### config.mk
export PLATFORM = sky130hd
export DESIGN_NAME = user_proj_example
export DESIGN_NICKNAME = d
export VERILOG_FILES = /design/src/rtl/user_proj_example.sv
export SDC_FILE = /design/constraint.sdc
export NUM_CORES = 2
export LEC_CHECK = 0
export BUFFER_PORTS_ARGS = -buffer_cell sky130_fd_sc_hd__buf_2
export CAP_MARGIN = 20
export CELL_PAD_IN_SITES_DETAIL_PLACEMENT = 0
export CELL_PAD_IN_SITES_GLOBAL_PLACEMENT = 1
export CORE_UTILIZATION = 47
export CTS_CLUSTER_DIAMETER = 200
export CTS_CLUSTER_SIZE = 14
export DETAILED_ROUTE_END_ITERATION = 12
export PLACE_DENSITY = 0.8
export SYNTH_ARGS = -nofsm -noshare
export SYNTH_HDL_FRONTEND = slang
export SYNTH_SLANG_ARGS = --single-unit
### constraint.sdc
create_clock -name wb_clk_i -period 44.9 [get_ports wb_clk_i]
set_input_delay 6.735 -clock wb_clk_i [delete_from_list [all_inputs] [get_ports wb_clk_i]]
set_output_delay 6.735 -clock wb_clk_i [all_outputs]
set_load 0.02 [all_outputs]
### src/rtl/user_proj_example.sv
// Caravel user-area wrapper around a 16x16 Morphle Logic cell array driven from the LA pins.
// Optional MORPHLE_VOUT_REG_EN registers the bottom-edge vout bus on wb_clk_i.
module user_proj_example (
    inout  wire          vdda1,
    inout  wire          vdda2,
    inout  wire          vssa1,
    inout  wire          vssa2,
    inout  wire          vccd1,
    inout  wire          vccd2,
    inout  wire          vssd1,
    inout  wire          vssd2,
    input  logic         wb_clk_i,
    input  logic         wb_rst_i,
    input  logic         wbs_stb_i,
    input  logic         wbs_cyc_i,
    input  logic         wbs_we_i,
    input  logic [3:0]   wbs_sel_i,
    input  logic [31:0]  wbs_dat_i,
    input  logic [31:0]  wbs_adr_i,
    output logic         wbs_ack_o,
    output logic [31:0]  wbs_dat_o,
    input  logic [127:0] la_data_in,
    output logic [127:0] la_data_out,
    input  logic [127:0] la_oen,
    input  logic [37:0]  io_in,
    output logic [37:0]  io_out,
    output logic [37:0]  io_oeb
);

    localparam int ROWS  = 16;
    localparam int COLS  = 16;
    localparam int CHAIN = 3 * ROWS;

    localparam logic [1:0] DR_EMPTY = 2'b00;
    localparam logic [1:0] DR_ZERO  = 2'b01;
    localparam logic [1:0] DR_ONE   = 2'b10;

    function automatic logic [1:0] dr_norm(input logic [1:0] x);
        return (x == 2'b11) ? DR_EMPTY : x;
    endfunction

    function automatic logic [1:0] dr_and(input logic [1:0] a, input logic [1:0] b);
        if (a == DR_EMPTY || b == DR_EMPTY)
            return DR_EMPTY;
        else if (a == DR_ONE && b == DR_ONE)
            return DR_ONE;
        else
            return DR_ZERO;
    endfunction

    logic [COLS-1:0][1:0]       vin;
    logic [COLS-1:0]            cbitin;
    logic                       cfg_shift;
    logic                       cfg_clear;
    logic [COLS-1:0][CHAIN-1:0] cfg_q;
    logic [COLS-1:0][1:0]       vout_comb;
    logic [COLS-1:0][1:0]       vout;
    logic [COLS-1:0]            cbitout;

    assign vin       = la_data_in[95:64];
    assign cbitin    = la_data_in[111:96];
    assign cfg_shift = la_data_in[112];
    assign cfg_clear = la_data_in[113];

    // Chain position 3r+k holds bit k of row r, so position CHAIN-1 is row 15's b2.
    always_ff @(posedge wb_clk_i or posedge wb_rst_i) begin
        if (wb_rst_i) begin
            cfg_q <= '0;
        end else if (cfg_clear) begin
            cfg_q <= '0;
        end else if (cfg_shift) begin
            for (int c = 0; c < COLS; c++)
                cfg_q[c] <= {cfg_q[c][CHAIN-2:0], cbitin[c]};
        end
    end

    for (genvar c = 0; c < COLS; c++) begin : g_cbit
        assign cbitout[c] = cfg_q[c][CHAIN-1];
    end

    for (genvar r = 0; r < ROWS; r++) begin : g_row
        for (genvar c = 0; c < COLS; c++) begin : g_col
            logic [2:0] cell_type;
            logic [1:0] vi;
            logic [1:0] hi;
            logic [1:0] vi_n;
            logic [1:0] hi_n;
            logic [1:0] vo;
            logic [1:0] ho;

            assign cell_type = cfg_q[c][3*r +: 3];

            if (r == 0) begin : g_top
                assign vi = vin[c];
            end else begin : g_inner_v
                assign vi = g_row[r-1].g_col[c].vo;
            end

            if (c == 0) begin : g_left
                assign hi = DR_ONE;
            end else begin : g_inner_h
                assign hi = g_row[r].g_col[c-1].ho;
            end

            always_comb begin
                vi_n = dr_norm(vi);
                hi_n = dr_norm(hi);
                vo   = DR_EMPTY;
                ho   = DR_EMPTY;
                case (cell_type)
                    3'd1: vo = vi_n;
                    3'd2: ho = hi_n;
                    3'd3: begin
                        vo = vi_n;
                        ho = hi_n;
                    end
                    3'd4: begin
                        vo = vi_n;
                        ho = dr_and(hi_n, vi_n);
                    end
                    3'd5: begin
                        vo = vi_n;
                        ho = dr_and(hi_n, {vi_n[0], vi_n[1]});
                    end
                    3'd6: begin
                        vo = hi_n;
                        ho = hi_n;
                    end
                    default: ;
                endcase
            end
        end
    end

    for (genvar c = 0; c < COLS; c++) begin : g_bottom
        assign vout_comb[c] = g_row[ROWS-1].g_col[c].vo;
    end

`ifdef MORPHLE_VOUT_REG_EN
    logic [COLS-1:0][1:0] vout_q;

    always_ff @(posedge wb_clk_i or posedge wb_rst_i) begin
        if (wb_rst_i)
            vout_q <= '0;
        else if (cfg_clear)
            vout_q <= '0;
        else
            vout_q <= vout_comb;
    end

    assign vout = vout_q;
`else
    assign vout = vout_comb;
`endif

    assign la_data_out = {80'd0, cbitout, vout};
    assign wbs_ack_o   = 1'b0;
    assign wbs_dat_o   = '0;
    assign io_out      = '0;
    assign io_oeb      = '1;

    // Harness-only pins are gathered here so they are visibly intentionally unused.
    logic unused_inputs;
    assign unused_inputs = ^{wbs_stb_i, wbs_cyc_i, wbs_we_i, wbs_sel_i, wbs_dat_i,
                             wbs_adr_i, la_data_in[127:114], la_data_in[63:0], la_oen,
                             io_in, vdda1, vdda2, vssa1, vssa2, vccd1, vccd2, vssd1, vssd2};

endmodule

# After elaboration in Yosys (flattened, before gate mapping)
# Index checks and enable logic that the tools add are counted.
# totals
register_bits	768
inputBits	367
output_inout_bits	245
word_cells	6787
# op_classes
eq_ne	2720
muxes	1954
n_reduce_logical	2097
# ops
cell	count
2-bit two-way mux	1456
2-bit == test (second input constant)	1200
3-bit == test (second input constant)	768
768-bit two-way mux	2
3-bit by 2-bit == test with 1-bit output (second input constant)	496
2-bit case mux with 3 select lines	240
2-bit zero test	704
2-bit case mux with 2 select lines	256
4-bit OR reduction	256
3-bit by 1-bit == test with 1-bit output (second input constant)	256
3-bit OR reduction	240
1-bit logical AND	448
1-bit logical OR	448
2-bit nonzero test	1

# Depth between registers and ports, before layout
# logic_depth
depth_word	152
mapped_depth	163
ltp_nobuf	162

# Worst setup path before layout
# OpenSTA, ideal clock, no wires.
# synth_path
kind	input-to-output
start	input la_data_in[65]
end	output la_data_out[31]
arrival_time_ns	31.179
required_time_ns	38.165
setup_slack_ns	6.986
path_stages	141
n_path_buf	0
path_cell_list	nor2b_1 o21ai_0 o21ai_0 inv_1 ha_1 or4_1 o21ai_0 nor2b_1 nor2_1 nor2_1 ha_1 nor4b_1 inv_1 o21ai_0 ha_1 nor4b_1 inv_1 o21ai_0 [105 not listed] a22oi_1 inv_1 ha_1 inv_1 o21ai_0 a22oi_1 inv_1 ha_1 inv_1 o21ai_0 a22oi_1 ha_1 or4b_2 o22ai_1 nand3_1 o311a_1 o31a_1 a31oi_1
# synth_between
elab_chain_len	152
elab_cells_between_ends	4651
classes_between	eq/ne (1157); mux (1922); reduce/logical (1572)
# synth_lines
element	line_no	text
start, declared	22	input logic [127:0] la_data_in,
2-bit == test	39	return (x == 2'b11) ? DR_EMPTY : x;
2-bit two-way mux (*)	39	
2-bit == test / 2-bit case mux with 2 select lines (equally long branches)	45, 110	
2-bit two-way mux / 2-bit == test (equally long branches)	45, 39	
2-bit two-way mux, on equally long branches	43, 39	
2-bit case mux with 3 select lines (tied with other cells)	110	case (cell_type)
2-bit == test / 2-bit two-way mux (equally long branches)	39, 45	
2-bit two-way mux, on equally long branches	39, 43	
[136 not listed]	--	
2-bit two-way mux (tied with other cells)	39	
2-bit case mux with 2 select lines (tied with other cells)	110	
2-bit == test / 2-bit two-way mux (equally long branches)	39, 45	
2-bit two-way mux, on equally long branches	39, 43	
2-bit case mux with 2 select lines / 2-bit case mux with 3 select lines (equally long branches)	110	
2-bit == test	39	
2-bit two-way mux	39	
2-bit case mux with 2 select lines (*)	110	
end, declared	23	output logic [127:0] la_data_out,
# Mark *: on every way between the ends. The rest lies on a longest branch, timed or not.

# Final worst setup path
# Same ends and word-level chain as after synthesis.

==> metrics.md <==
| Metric | Value |
|---|---|
| Hold crit path type | `reg -> reg` |
| Required time of the worst setup path | `38.17 ns` |
| CP Class | `in -> out` |
| Largest net degree at the start of global routing | `190` |
| Post-DP HPWL | `117000 um` |
| Hold path cells | `2` |
| Placeable Area | `161000 um^2` |
| Multi-input gate area | `50500 um^2` |
| Clock slew at reported path FFs | `0.07 ns` |
| Num ports | `612` |
| H-tree levels | `2` |
| Number of unconstrained endpoints | `8` |
| Synth Flop Type | `dfrtp_1` |
| Dpl cell area | `77700 um^2` |
| Initial antenna violation count | `4` |
| Die ar. | `164000 um^2` |
| Hold Path Sink | `cfg_q[733]` |
| Reg2reg end | `cfg_q[241]` |
| Pwr dens | `16.4 nW/um^2` |
| Post-synthesis cell area | `76400 um^2` |
| Finished Cell Area | `79300 um^2` |
| CTS max path bufs | `3` |
| Post-synth EDFFs | `0` |
| Slowest stage delay, CP | `0.66 ns` |
| Die Ht | `405 um` |
| Worst EP arrival | `35.04 ns` |
| Vias/cell | `5.36` |
| Ys async rst share | `100%` |
| Clock skew | `0.0649 ns` |
| Hold_buf cts | `0` |
| Leading cell type in the layout, fill and taps excluded | `inv_1` |
| Synth Register Bits | `768` |
| Root Buffer Master | `clkbuf_16` |
| Clock Latency Late Sink | `0.72 ns` |
| Final ANT Viol Nets | `0` |
| Clock network power share | `39.2%` |
| Area contributors post-synth | `dfrtp_1 25%, ha_1 18%, mux2i_1 11%, inv_1 5.8%, nor2_1 4.7%` |
| Final setup TNS | `0 ns` |
| Unrepaired setup endpoints after global routing | `false` |
| R2R depth | `2` |
| Routability cong. | `0.817` |
| Share of layout cells above drive strength 1 | `4.49%` |
| First-pass GRT wire length | `273000 um` |
| Layout fillers | `15.3k` |
| Leakage power | `37.6 nW` |
| PortBufs | `99` |
| Post-synth top area cell | `dfrtp_1` |
| Status | `finished clean` |
| TritonCTS Buffers | `60` |
| Slowest CP cell | `or4b_2` |
| Reg2reg setup slack | `43.96 ns` |
| Synthesized area per cell | `8.20 um^2` |
| Vias in the first global route | `56.7k` |
| Synth warnings | `0` |
| Via count | `60.5k` |
| Synthesized instance count | `9316` |
| P_sw | `0.000344 W` |
| Sequential cell area | `19200 um^2` |
| Nets@finish | `10.6k` |
| Seq/Total Area, Yosys | `25.2%` |
| CTS tree | `done` |
| Fin util | `49.3%` |
| IR drop worst, VDD | `0.0000307 V` |
| Final Max Slew Viols | `0` |
| All-layer global routing usage | `19.2%` |
| Switching Fraction | `26.5%` |
| Launch point of the worst reg-to-reg path | `cfg_q[240]` |
| DR DRC count | `0` |
| Setup violators final | `0` |
| Final Cycle Share | `93.0%` |
| First-pass iteration count of the detailed router | `8` |
| P_int | `0.000957 W` |
| DRT iter0 DRCs | `3324` |
| GRT overflow | `0` |
| CP dominant cell by count | `ha_1` |
| Min Tclk post-route | `41.77 ns` |
| Hold Vio Cnt, Final | `0` |
| Row Count | `147` |
| Critical Path Source Type | `input pin` |
| Area delta synth->final | `3.85%` |
| Post-CTS Repair Setup Buffers | `0` |
| Endpoint class of the critical path | `output port` |
| Starting Density | `47.5%` |
| Clock sinks | `768` |
| Chip width | `405 um` |
| Routed Wire Length | `160000 um` |
| Synth cell types | `94` |
| Worst-Margin Slew | `1.27 ns` |
| WL/cell | `14.2 um` |
| Maximum clock frequency | `23.9 MHz` |
| Max FO, Critical Path | `3` |
| Max-cap violations | `0` |
| HP Start | `cfg_q[733]` |
| Combinational share of power | `7.2%` |
| Flop pwr share | `53.5%` |
| Area share of the largest cell type after synthesis | `25.2%` |
| Worst slew margin | `15.1%` |
| Most frequent cells in the layout | `1187 x inv_1, 1099 x ha_1, 960 x nor2_1, 930 x nand2_1, 833 x mux2i_1` |
-- critical path: cells and delay by family --
family	cells	cell delay (ns)
simple gates	36	8.81
buf+inv	29	2.22
fa+ha+maj	29	7.62
compound gates	49	9.64
-- worst max path at each step --
| stage | start | to | slack, ns | depth (start not counted) |
|---|---|---|---|---|
| floorplan | la_data_in[65] | la_data_out[31] | 6.99 | 141 |
| global placement | la_data_in[65] | la_data_out[31] | 3.25 | 131 |
| detailed placement | la_data_in[65] | la_data_out[31] | 2.98 | 131 |
| CTS | la_data_in[65] | la_data_out[31] | 2.95 | 143 |
| global route | la_data_in[65] | la_data_out[31] | 0.11 | 135 |
| finish | la_data_in[65] | la_data_out[31] | 3.13 | 143 |
-- synth_stat cells, drive strengths merged, types with 20 or more instances --
master / instances
a22oi: 299
mux2: 139
mux2i: 833
a32oi: 89
nor2b: 342
buf: 279
nand2b: 140
nor2: 961
o22ai: 195
nand4b: 22
a32o: 36
or2: 20
o21a: 109
o41ai: 24
a21oi: 100
dfrtp: 768
and2: 76
a22o: 80
clkbuf: 281
a21boi: 103
inv: 1188
nand2: 930
or4b: 23
nand3: 147
nor3b: 26
a31oi: 36
nor3: 49
a21o: 37
nand3b: 55
ha: 1099
o21ai: 493
nor4b: 121
-- cell type report --
| type | count | share of cell area, % |
|---|---|---|
| Antenna cell | 3 | 0.00946 |
| Clock buffer | 61 | 1.91 |
| Sequential cell | 768 | 24.2 |
| Timing Repair Buffer | 133 | 1.04 |
| Clock inverter | 3 | 0.0741 |
| Tap cell | 2160 | 3.41 |
| Multi-Input combinational cell | 6987 | 63.7 |
| Inverter | 1188 | 5.63 |
-- flip-flops by register name (all words and copies together) (netlist names) --
register and count:
cfg_q 752, la_data_out 16
-- kinds of logic (layout without fill, tap and decap cells) --
kind of cell / after synthesis / after routing / synth area share (%)
flops: 768 / 768 / 25.2
buf+inv: 1748 / 1385 / 9.60
simple gates: 2982 / 2982 / 18.7
fa+ha+maj: 1099 / 1099 / 18.0
mux: 972 / 972 / 13.0
other cells: 2 / 192 / 0.00983
compound gates: 1745 / 1745 / 15.5
-- what timing repair did --
item / in CTS / in global routing
hold endpoints to repair: 0 / 0
resized for setup: 0 / 1
setup endpoints to repair: 0 / 1
-- metal layers --
metal | part of all wire, % | up-vias | track usage (%)
li1 | - | 31000 | -
met1 | 49 | 28800 | 25.9
met2 | 46 | 656 | 33.0
met3 | 2.7 | 151 | 1.97
met4 | 1.6 | 2 | 3.81
met5 | 0.0081 | - | 0
-- metrics by stage --
stage,cells,hold slack [ns],worst slack (ns),total power (W)
6_report,11300,0.551,3.13,0.00130
3_3_place_gp,11200,0.525,3.25,0.000804
3_5_place_dp,11200,0.538,2.98,0.000805
5_1_grt,11300,0.576,0.112,0.00136
2_1_floorplan,9503,0.508,6.99,0.000797
4_1_cts,11300,0.559,2.95,0.00133
-- power by group through the flow --
stage               clock network (W)  registers (W)  logic [W]
floorplan                           0       0.000709  0.0000878
detailed placement                  0       0.000710  0.0000957
finish                       0.000511       0.000696  0.0000943
CTS                          0.000539       0.000696  0.0000959
global route                 0.000558       0.000696   0.000105
global placement                    0       0.000710  0.0000942
Note: power is estimated with default switching activity, not from simulation.
